`config.mk`:
```
export PLATFORM = sky130hd
export DESIGN_NAME = i2c_write_seq
export DESIGN_NICKNAME = d
export VERILOG_FILES = /design/src/rtl/i2c_write_seq.sv
export SDC_FILE = /design/constraint.sdc
export NUM_CORES = 1
export LEC_CHECK = 0
export CORE_ASPECT_RATIO = 0.7
export CORE_MARGIN = 2
export CORE_UTILIZATION = 57
export CTS_CLUSTER_DIAMETER = 30
export DETAILED_ROUTE_END_ITERATION = 8
export PLACE_DENSITY_LB_ADDON = 0.25
export SLEW_MARGIN = 10
export SYNTH_ARGS = -nofsm -noshare
export SYNTH_HDL_FRONTEND = slang
export SYNTH_SLANG_ARGS = --single-unit
```
`constraint.sdc`:
```
create_clock -name clk -period 3.24 [get_ports clk]
set_input_delay 0.648 -clock clk [delete_from_list [all_inputs] [get_ports clk]]
set_output_delay 0.648 -clock clk [all_outputs]
set_load 0.02 [all_outputs]
```
`src/rtl/i2c_write_seq.sv`:
```
// rtl/i2c_write_seq.sv - sequences START, three-byte register write and STOP through a byte-level I2C master
module i2c_write_seq #(
    parameter int TIMEOUT = 65535
) (
    input  logic       clk,
    input  logic       reset,
    input  logic       cmd_valid,
    output logic       cmd_ready,
    input  logic [6:0] dev_addr,
    input  logic [7:0] reg_addr,
    input  logic [7:0] wr_data,
    output logic       busy,
    output logic       done,
    output logic       nack,
    output logic       timeout_err,
    output logic       m_i2c_en,
    output logic       m_start,
    output logic       m_stop,
    output logic [7:0] m_tx_data,
    input  logic       m_ready,
    input  logic       m_tx_done
);

    // Counter only has to reach TIMEOUT-1, so clog2(TIMEOUT) bits are enough.
    localparam int CW = (TIMEOUT > 2) ? $clog2(TIMEOUT) : 1;
    localparam logic [CW-1:0] CNT_LAST = CW'(TIMEOUT - 1);

    typedef enum logic [2:0] {
        S_IDLE    = 3'd0,
        S_START   = 3'd1,
        S_SEND    = 3'd2,
        S_STOP    = 3'd3,
        S_WAIT_LO = 3'd4,
        S_WAIT_HI = 3'd5,
        S_FIN     = 3'd6
    } state_t;

    state_t          r_state;
    state_t          r_op;       // operation whose completion WAIT_HI is waiting for
    logic [1:0]      r_idx;
    logic [6:0]      r_dev;
    logic [7:0]      r_reg;
    logic [7:0]      r_data;
    logic            r_nack;
    logic            r_to;
    logic [CW-1:0]   r_cnt;

    state_t          w_next;
    logic            w_accept;
    logic            w_strobe;
    logic            w_start;
    logic            w_stop;
    logic            w_idx_inc;
    logic            w_nack_set;
    logic            w_to_set;
    logic            w_waiting;

    // Next-state, master strobe and flag-update decisions
    always_comb begin
        w_next     = r_state;
        w_accept   = 1'b0;
        w_strobe   = 1'b0;
        w_start    = 1'b0;
        w_stop     = 1'b0;
        w_idx_inc  = 1'b0;
        w_nack_set = 1'b0;
        w_to_set   = 1'b0;
        w_waiting  = (r_state != S_IDLE) && (r_state != S_FIN);
        case (r_state)
            S_IDLE: begin
                if (cmd_valid) begin
                    w_accept = 1'b1;
                    w_next   = S_START;
                end
            end
            S_START, S_SEND, S_STOP: begin
                if (m_ready) begin
                    w_strobe = 1'b1;
                    w_start  = (r_state == S_START);
                    w_stop   = (r_state == S_STOP);
                    w_next   = S_WAIT_LO;
                end
            end
            S_WAIT_LO: begin
                if (!m_ready) w_next = S_WAIT_HI;
            end
            S_WAIT_HI: begin
                if (m_ready) begin
                    case (r_op)
                        S_START: w_next = S_SEND;
                        S_SEND: begin
                            if (!m_tx_done) begin
                                w_nack_set = 1'b1;
                                w_next     = S_STOP;
                            end else if (r_idx != 2'd2) begin
                                w_idx_inc = 1'b1;
                                w_next    = S_SEND;
                            end else begin
                                w_next = S_STOP;
                            end
                        end
                        default: w_next = S_FIN;
                    endcase
                end
            end
            S_FIN:   w_next = S_IDLE;
            default: w_next = S_IDLE;
        endcase
        // An expired wait overrides everything: no strobe, no STOP, straight to FIN.
        if (w_waiting && (r_cnt == CNT_LAST)) begin
            w_next     = S_FIN;
            w_strobe   = 1'b0;
            w_start    = 1'b0;
            w_stop     = 1'b0;
            w_idx_inc  = 1'b0;
            w_nack_set = 1'b0;
            w_to_set   = 1'b1;
        end
    end

    // State register and per-state wait counter
    always_ff @(posedge clk or negedge reset) begin
        if (!reset) begin
            r_state <= S_IDLE;
            r_cnt   <= '0;
        end else begin
            r_state <= w_next;
            if (!w_waiting || (w_next != r_state)) r_cnt <= '0;
            else                                   r_cnt <= r_cnt + CW'(1);
        end
    end

    // Command capture, byte index and sticky status flags
    always_ff @(posedge clk or negedge reset) begin
        if (!reset) begin
            r_op   <= S_IDLE;
            r_idx  <= 2'd0;
            r_dev  <= 7'h00;
            r_reg  <= 8'h00;
            r_data <= 8'h00;
            r_nack <= 1'b0;
            r_to   <= 1'b0;
        end else begin
            if (w_accept) begin
                r_dev  <= dev_addr;
                r_reg  <= reg_addr;
                r_data <= wr_data;
                r_idx  <= 2'd0;
                r_nack <= 1'b0;
                r_to   <= 1'b0;
            end
            if (w_strobe)   r_op   <= r_state;
            if (w_idx_inc)  r_idx  <= r_idx + 2'd1;
            if (w_nack_set) r_nack <= 1'b1;
            if (w_to_set)   r_to   <= 1'b1;
        end
    end

    // Byte mux: index only moves on completion, so the byte stays stable across its transfer
    always_comb begin
        case (r_idx)
            2'd0:    m_tx_data = {r_dev, 1'b0};
            2'd1:    m_tx_data = r_reg;
            default: m_tx_data = r_data;
        endcase
    end

    assign cmd_ready   = (r_state == S_IDLE);
    assign busy        = (r_state != S_IDLE);
    assign done        = (r_state == S_FIN);
    assign nack        = r_nack;
    assign timeout_err = r_to;
    assign m_i2c_en    = w_strobe;
    assign m_start     = w_start;
    assign m_stop      = w_stop;

endmodule

```
======== Yosys cells after proc, flatten, opt, wreduce, memory -nomap -nowiden ========
Cells that the tools add are included.
W data, S select, Z words.
operators by class
  reductions and logical operators ........ 11
  add/subtract/negate cells ............... 2
  multiplexer cells ....................... 39
  eq/ne operators ......................... 13
operators by type and width
  operator                 number
  $mux W1                  28
  $add A16 B1 Y16 const B  1
  $eq A16 B16 Y1 const B   1
  $mux W16                 1
  $pmux W8 S2              1
  $mux W3                  5
  $pmux W3 S4              1
  $eq A3 B2 Y1 const B     3
  $eq A3 B3 Y1 const B     3
  $eq A3 B1 Y1 const B     2
  $pmux W3 S2              1
  $reduce_bool A2 Y1       3
  $mux W2                  2
  $logic_not A3 Y1         1
  $ne A3 B3 Y1             1
  $ne A3 B3 Y1 const B     1
  $reduce_bool A3 Y1       1
  $reduce_or A3 Y1         1
  $add A2 B1 Y2 const B    1
  $eq A2 B1 Y1 const B     1
  $logic_and A1 B1 Y1      2
  $logic_not A2 Y1         1
  $ne A2 B2 Y1 const B     1
  $logic_not A1 Y1         1
  $logic_or A1 B1 Y1       1
storage, ports and cells
  word-level logic and storage cells ...... 74
  flip-flop bits (word level) ............. 49
  output and inout port bits .............. 16

======== Depth between registers and ports, before layout ========
Gate-level depths: netlist of the first run.
  word-level depth ........................ 10
  mapped depth ............................ 9
  mapped depth without buffers ............ 7

======== Worst setup path after synthesis of the first run ========
No wires, ideal clock.
  path type ............................... reg2out
  start point ............................. reg r_cnt[0]
  end point ............................... out m_stop
  path buffers ............................ 1
  data arrival time ....................... 2198 ps
  setup slack ............................. 394 ps
  required time ........................... 2592 ps
  cell stages (with the launch flop) ...... 8
  path through ............................ dfrtp_1 inv_1 ha_1 nand4_1 nor4_4 buf_6 nor4_1 and3_1
between the ends
  cells in the longest elaborated chain, start to end .. 3
ends and longest elaborated chain
  item                    RTL line  source
  start, declared         46        logic [CW-1:0] r_cnt;
  start signal, assigned  129       else r_cnt <= r_cnt + CW'(1);
  $eq A16 B16 Y1          110       if (w_waiting && (r_cnt == CNT_LAST)) begin
  $logic_and A1 B1 Y1     110
  $mux W1                 110
  end, declared           18        output logic m_stop,
Every way passes these cells.

======== Final worst setup path of the first run ========
  start point ............................. reg r_idx[0]
  end point ............................... out m_tx_data[2]
between the ends
  cells in the longest elaborated chain, start to end .. 2
  elaborated cells on any way between the ends .. 3
  those cells by class .................... 1 x eq/ne; 1 x mux; 1 x reduce/logical
ends and longest elaborated chain
  item                                                     RTL line  source
  start, declared                                          40        logic [1:0] r_idx;
  start signal, assigned                                   153       if (w_idx_inc) r_idx <= r_idx + 2'd1;
  $eq A2 B1 Y1 / $logic_not A2 Y1 (equally long branches)  161       case (r_idx)
  $pmux W8 S2 (*)                                          161
  end, declared                                            19        output logic [7:0] m_tx_data,
Every way passes the cells marked *; elsewhere a longest branch is shown, timed or not.

==> out/results.md, run 1 <==
• Worst Setup Start Kind: flip-flop
• Die ar.: 5070 sq um
• WL final: 5.22 mm
• Pins Over Slew Limit: 0
• remaining antenna violation count: 0
• setup skew after layout: 0.00873 ns
• CTS tree: built
• area of the mapped netlist: 2570 sq um
• arithmetic-cell share of the synthesized area counting full adders, half adders and majority gates: 2.43%
• highest achievable clock rate: 0.330 GHz
• later-pin clock latency in the skew report: 0.30 ns
• root buffer cell: sky130_fd_sc_hd__clkbuf_8
• TritonRoute pass-1 iters: 5
• Synth-to-Final Area Change: 21.2%
• Cells after Synth: 282
• average cell area after synthesis: 9.11 sq um
• Congestion Overflow GR: 0
• startpoint of the most critical register-to-register path: r_cnt[0]
• Max Fanout on Critical Path: 9
• vias per cell: 5.46
• final routed wire length divided by cell count: 13.8 um
• combinational family with the most area after synthesis: simple AND/OR/NAND/NOR gates
• Worst Path Buf+Inv: 2
• detailed placer's ending HPWL: 3.62 mm
• Stages on worst setup path: 6
• Post-Syn Nets: 315
• number of gates resized after CTS: 0
• worst flop-to-flop path endpoint: r_cnt[3]
• part of the cycle the worst path needs: 93.5%
• normalized max-slew margin: 28.0%
• cell occurring most often along the worst timing path: sky130_fd_sc_hd__nand2_1
• final hold viol count: 0
• violation count after the first detailed-route iteration: 160
• Arr. time, crit path: 2.38 ns
• portion of the post-synthesis area used by sequential elements: 47.7%
• endpoint of the worst setup timing path: m_tx_data[2]
• number of enable flip-flop cells after synthesis: 0
• ratio of cells with drive above 1 in the final layout: 9.88%
• count of max-cap constraint violations: 0
• static leakage: 1.44 nW
• leading cell type by number of instances after synthesis: sky130_fd_sc_hd__nand2_1
• result of the run: completed
• maximum ir drop on the vdd rail: 0.583 mV
• setup repair after global routing missed its margin: false
• CTS clk-pin slew, worst paths: 0.09 ns
• buffers inserted during post-CTS setup optimization: 0
• core outline area: 4330 sq um
• most used flip-flop cell after synthesis: sky130_fd_sc_hd__dfrtp_1
• share of synthesized cell area in and, or, nand and nor gates: 30.7%
• Register-to-Register Path Depth: 7
• # nets final: 356
• Sum Neg Setup Slack: 0 ns
• post-synthesis sequential element count: 49
• # clock sinks: 49
• power density relative to cell area: 779 nW/um^2
• synthesized-area fraction occupied by xor and xnor cells: 5.11%
• Die Width: 84.3 um
• Filler Cells Inserted: 354
• Yosys top cell area share: 47.7%
• largest delay contributor family on the critical path: buffers and inverters
• Placer Congestion: 0.818
• global routing usage summed across all routing layers: 22.6%
• first-pass GRT wire length: 9.01 mm
• max FFs per register: 16
• H-tree Lvls: 2
• total DRC errors in the routed layout: 0
• effective utilization at floorplan: 59.4%
• number of buffer cells added on primary ports: 43
• Hold Path Class: flip-flop to flip-flop
• largest net degree at the start of global routing: 50
• # IOs: 44
• multiplexer share of the synthesized area: 1.27%
• register-to-register setup slack: 1.09 ns
• post-layout minimum cycle time: 3.03 ns
• height of the die: 60.2 um
• Synth async-reset ratio: 100%
• cell-by-cell listing of the critical path: inv_1, ha_1, nor2_1, nand2_1, nand2_1, clkdlybuf4s50_1
• via count of the first global-routing pass: 1,924
• compound-gate portion of the synthesized area: 8.52%
• number of antenna violations at the first check in global routing: 0
• type of destination of the critical path: output port
• Synth cell types: 44
• warning count from the yosys run: 0
• category of the critical setup timing path: flip-flop to output port
• worst setup path startpoint: r_idx[0]
• top post-synthesis cells by area: sky130_fd_sc_hd__dfrtp_1, sky130_fd_sc_hd__nand2_1, sky130_fd_sc_hd__nor3_2
• CTS buffer count: 5
• slowest stage delay, CP: 0.59 ns
• Placement Rows: 20
• slew of the pin with the lowest slew margin: 1.08 ns
• number of setup violations in the final report: 0
• number of hold buffers added after cts: 0
• diode count: 0
• required time of the worst setup path: 2.59 ns
• Worst Hold Margin: 0.480 ns
• standard cell with the maximum stage delay on the critical path: sky130_fd_sc_hd__clkdlybuf4s50_1
• Clock Path Buffers: 2
• cell taking the most area after synthesis: sky130_fd_sc_hd__dfrtp_1
• most numerous cell types in the synthesized netlist: sky130_fd_sc_hd__nand2_1, sky130_fd_sc_hd__dfrtp_1, sky130_fd_sc_hd__nor2_1
• via total after detailed routing: 2,070
worst min-delay path by stage:
stage / startpoint / to / slack, ns / cells after the start
after floorplan: reset / nack / 0.35 / 0
after global routing: r_data[4] / r_data[4] / 0.50 / 2
final: r_reg[3] / r_reg[3] / 0.48 / 2
after detailed placement: r_reg[0] / r_reg[0] / 0.46 / 2
after CTS: r_data[5] / r_data[5] / 0.48 / 2
after global placement: r_data[5] / r_data[5] / 0.46 / 2
logic make-up (layout without fill, tap and decap cells):
family | after synthesis | in the layout
compound gates | 28 | 28
xor+xnor | 15 | 15
fa+ha+maj | 5 | 5
buf+inv | 23 | 65
flops | 49 | 49
mux | 3 | 3
simple gates | 159 | 159
layout make-up:
| type | instances | area, sq um | area share (%) |
|---|---|---|---|
| clock buffers | 5 | 68.8 | 2.21 |
| inverters | 9 | 33.8 | 1.08 |
| well taps | 55 | 68.8 | 2.21 |
| flip-flops and latches | 49 | 1230 | 39.4 |
| repair buffers | 48 | 463 | 14.9 |
| clock inverters | 3 | 21.3 | 0.683 |
| multi-input cells | 210 | 1230 | 39.6 |
worst min-delay path: stages (launching register included):
cell                      delay, ns
sky130_fd_sc_hd__dfrtp_1       0.35
sky130_fd_sc_hd__nand2_1       0.05
sky130_fd_sc_hd__nand2_1       0.05
per-layer routing:
metal	part of all wire [%]	track usage (%)	routed length, um
met5	0	0	0
met2	46	35.6	2410
met1	49	32.9	2540
met4	0.34	4.15	18
met3	4.7	4.83	247
cell usage in the layout (no fill, tap or decap), types with 3 or more instances in the layout:
cell type,n
sky130_fd_sc_hd__a21oi_1,4
sky130_fd_sc_hd__a22oi_1,7
sky130_fd_sc_hd__and2_1,3
sky130_fd_sc_hd__buf_4,5
sky130_fd_sc_hd__clkbuf_8,5
sky130_fd_sc_hd__clkdlybuf4s50_1,42
sky130_fd_sc_hd__dfrtp_1,49
sky130_fd_sc_hd__ha_1,5
sky130_fd_sc_hd__inv_1,9
sky130_fd_sc_hd__nand2_1,95
sky130_fd_sc_hd__nand3_1,5
sky130_fd_sc_hd__nor2_1,13
sky130_fd_sc_hd__nor2b_1,4
sky130_fd_sc_hd__nor3_1,11
sky130_fd_sc_hd__nor3_2,10
sky130_fd_sc_hd__o21ai_0,6
sky130_fd_sc_hd__xnor2_1,10
sky130_fd_sc_hd__xor2_1,5
report_power, final:
part | switching (mW) | internal, mW
registers | 0.164 | 0.793
logic | 0.654 | 0.457
clock network | 0.205 | 0.153
per-stage QoR:
step	utilization, %	worst slack (ns)	power (mW)	instances	area (sq um)
after floorplan	-	0.394	1.72	282	2570
after global placement	69.9	0.259	2.05	371	3030
after detailed placement	69.9	0.233	2.08	371	3030
after CTS	72.0	0.228	2.45	379	3120
after global routing	72.0	0.0125	2.63	379	3120
final	72.0	0.211	2.43	379	3120
No activity file was read; power rests on OpenSTA's default activity.
==> run 2: changes to the inputs <==
- GPL_ROUTABILITY_DRIVEN: default -> 1
- SKIP_LAST_GASP: default -> 1
==> results of run 2 <==
The final DEF is identical to that of run 1; final timing and power are the same.
==> run 3: changes to the inputs <==
- CORE_MARGIN: 2 -> 1.5
==> run 3 against run 2 <==
  * Clock power up 29%
  * Final cell count up 0.79%
  * Highest routed layer unchanged
  * First-iteration DRC count down 29%
  * Utilization up 1.2 points
  * Design area up 1.7%
  * Die area down 2.8%
  * Flip-flop and latch count unchanged
  * Clock-buffer cell count up 1
  * Non-clock buffer count up 3
  * Fmax up 1.3%
  * Sequential power down 2.9%
  * Wire length up 1.2%
==> out/results.md, run 3 (same netlist as run 1, synthesis figures left out) <==
• number of buffer cells added on primary ports: 43
• # IOs: 44
• # nets final: 359
• part of the cycle the worst path needs: 92.3%
• start point of the worst min-delay path: r_data[7]
• Worst Setup Start Kind: input port
• Multi-input gate area: 1230 sq um
• final instance count without filler cells: 382
• cell-by-cell listing of the critical path: clkdlybuf4s50_1, inv_1, nor4_1, and3_1, clkdlybuf4s50_1
• Sum Neg Setup Slack: 0 ns
• WL final: 5.29 mm
• worst setup path startpoint: m_ready
• slowest stage delay, CP: 0.60 ns
• H-tree Lvls: 2
• CTS buffer count: 5
• Synth-to-Final Area Change: 23.3%
• type of destination of the critical path: output port
• Clock Path Buffers: 2
• largest delay contributor family on the critical path: buffers and inverters
• Arr. time, crit path: 2.34 ns
• leading cell types in the layout, fill and taps excluded: sky130_fd_sc_hd__nand2_1, sky130_fd_sc_hd__dfrtp_1, sky130_fd_sc_hd__clkdlybuf4s50_1, sky130_fd_sc_hd__nor2_1, sky130_fd_sc_hd__nor3_1
• result of the run: completed
• startpoint of the most critical register-to-register path: r_cnt[0]
• post-layout minimum cycle time: 2.99 ns
• vias per cell: 5.48
• buffers inserted during post-CTS setup optimization: 0
• number of antenna violations at the first check in global routing: 0
• setup repair after global routing missed its margin: false
• detailed placer's ending HPWL: 3.57 mm
• diode count: 0
• CTS tree: built
• Max Fanout on Critical Path: 4
• sequential cell area: 1230 sq um
• max FFs per register: 16
• TritonRoute pass-1 iters: 4
• largest net degree at the start of global routing: 50
• via total after detailed routing: 2,092
• power density relative to cell area: 806 nW/um^2
• remaining antenna violation count: 0
• Congestion Overflow GR: 0
• category of the critical setup timing path: input port to output port
• effective utilization at floorplan: 59.4%
• static leakage: 1.47 nW
• height of the die: 59.2 um
• ratio of cells with drive above 1 in the final layout: 10.7%
• setup skew after layout: 0.00195 ns
• count of max-cap constraint violations: 0
• number of setup violations in the final report: 0
• pre-CTS setup slack: 0.267 ns
• number of hold buffers added after cts: 0
• Final WS setup: 0.251 ns
• # clock sinks: 49
• Filler Cells Inserted: 340
• standard cell with the maximum stage delay on the critical path: sky130_fd_sc_hd__clkdlybuf4s50_1
• Placer Congestion: 0.941
• violation count after the first detailed-route iteration: 113
• highest achievable clock rate: 0.335 GHz
• first-pass GRT wire length: 8.97 mm
• Die Width: 83.3 um
• post-route design area: 3170 sq um
• dpl cells: 374
• Pins Over Slew Limit: 0
• core outline area: 4330 sq um
• slew of the pin with the lowest slew margin: 1.06 ns
• number of gates resized after CTS: 0
• global routing usage summed across all routing layers: 22.9%
• final routed wire length divided by cell count: 13.8 um
• Worst Path Buf+Inv: 3
• Placement Rows: 20
• root buffer cell: sky130_fd_sc_hd__clkbuf_8
• cell occurring most often along the worst timing path: sky130_fd_sc_hd__clkdlybuf4s50_1
• normalized max-slew margin: 29.1%
• CTS clk-pin slew, worst paths: 0.09 ns
• via count of the first global-routing pass: 1,912
• maximum ir drop on the vdd rail: 0.481 mV
• later-pin clock latency in the skew report: 0.30 ns
• required time of the worst setup path: 2.59 ns
• final hold viol count: 0
• most common library cell in the layout ignoring fill and taps: sky130_fd_sc_hd__nand2_1
• Hold Path Class: flip-flop to flip-flop
• total DRC errors in the routed layout: 0
• Die ar.: 4930 sq um
• placed instance area: 3050 sq um
## run 3: cell types whose count changed in the layout (fill, tap and decap cells not counted), sizes merged
cell    before  now
buf          6    9
bufinv       0    1
clkbuf       5    6
clkinv       1    0
inv         10    9
## run 3: final timing paths
kind	end	slack, ns	depth (start not counted)
setup reg to reg	r_cnt[3]	1.06	8
max in group asynchronous	r_idx[1]	2.05	1
hold reg to reg	r_data[7]	0.48	2
setup / recovery	m_stop	0.25	5
min in group asynchronous	r_cnt[9]	0.52	1
hold / removal	r_data[7]	0.48	2
## run 3: report_power, final
part	total, mW	leakage [nW]	internal [mW]	switching (mW)
Clock	0.462	0.0574	0.251	0.211
Combinational	1.16	0.775	0.472	0.689
Sequential	0.929	0.640	0.794	0.135
## run 3: layer usage
metal	track usage (%)	up-vias	part of all wire, %
met2	35.4	57	45
met4	6.19	0	0.89
met5	0	-	0
li1	-	1029	-
met1	33.5	999	49
met3	4.32	7	5.0
## run 3: metrics by stage
stage,util (%),hold slack (ns),power [mW]
2_1_floorplan,-,0.352,1.72
3_3_place_gp,70.4,0.458,2.07
3_5_place_dp,70.4,0.463,2.09
4_1_cts,73.2,0.485,2.56
5_1_grt,73.2,0.503,2.73
6_report,73.2,0.482,2.55
## run 3: final cells by class
| class | instances | area share (%) |
|---|---|---|
| clock buffer | 6 | 2.61 |
| clock inverter | 2 | 1.18 |
| sequential | 49 | 38.7 |
| timing repair buffer | 51 | 15.3 |
| multi-input combinational | 210 | 38.9 |
| inverter | 9 | 1.07 |
| tap | 55 | 2.17 |
## run 3: worst min-delay path, delay by kind of cell, from the launching register on
kind | cells | cell delay, ns
AND/OR/NAND/NOR | 2 | 0.10
flip-flops | 1 | 0.35
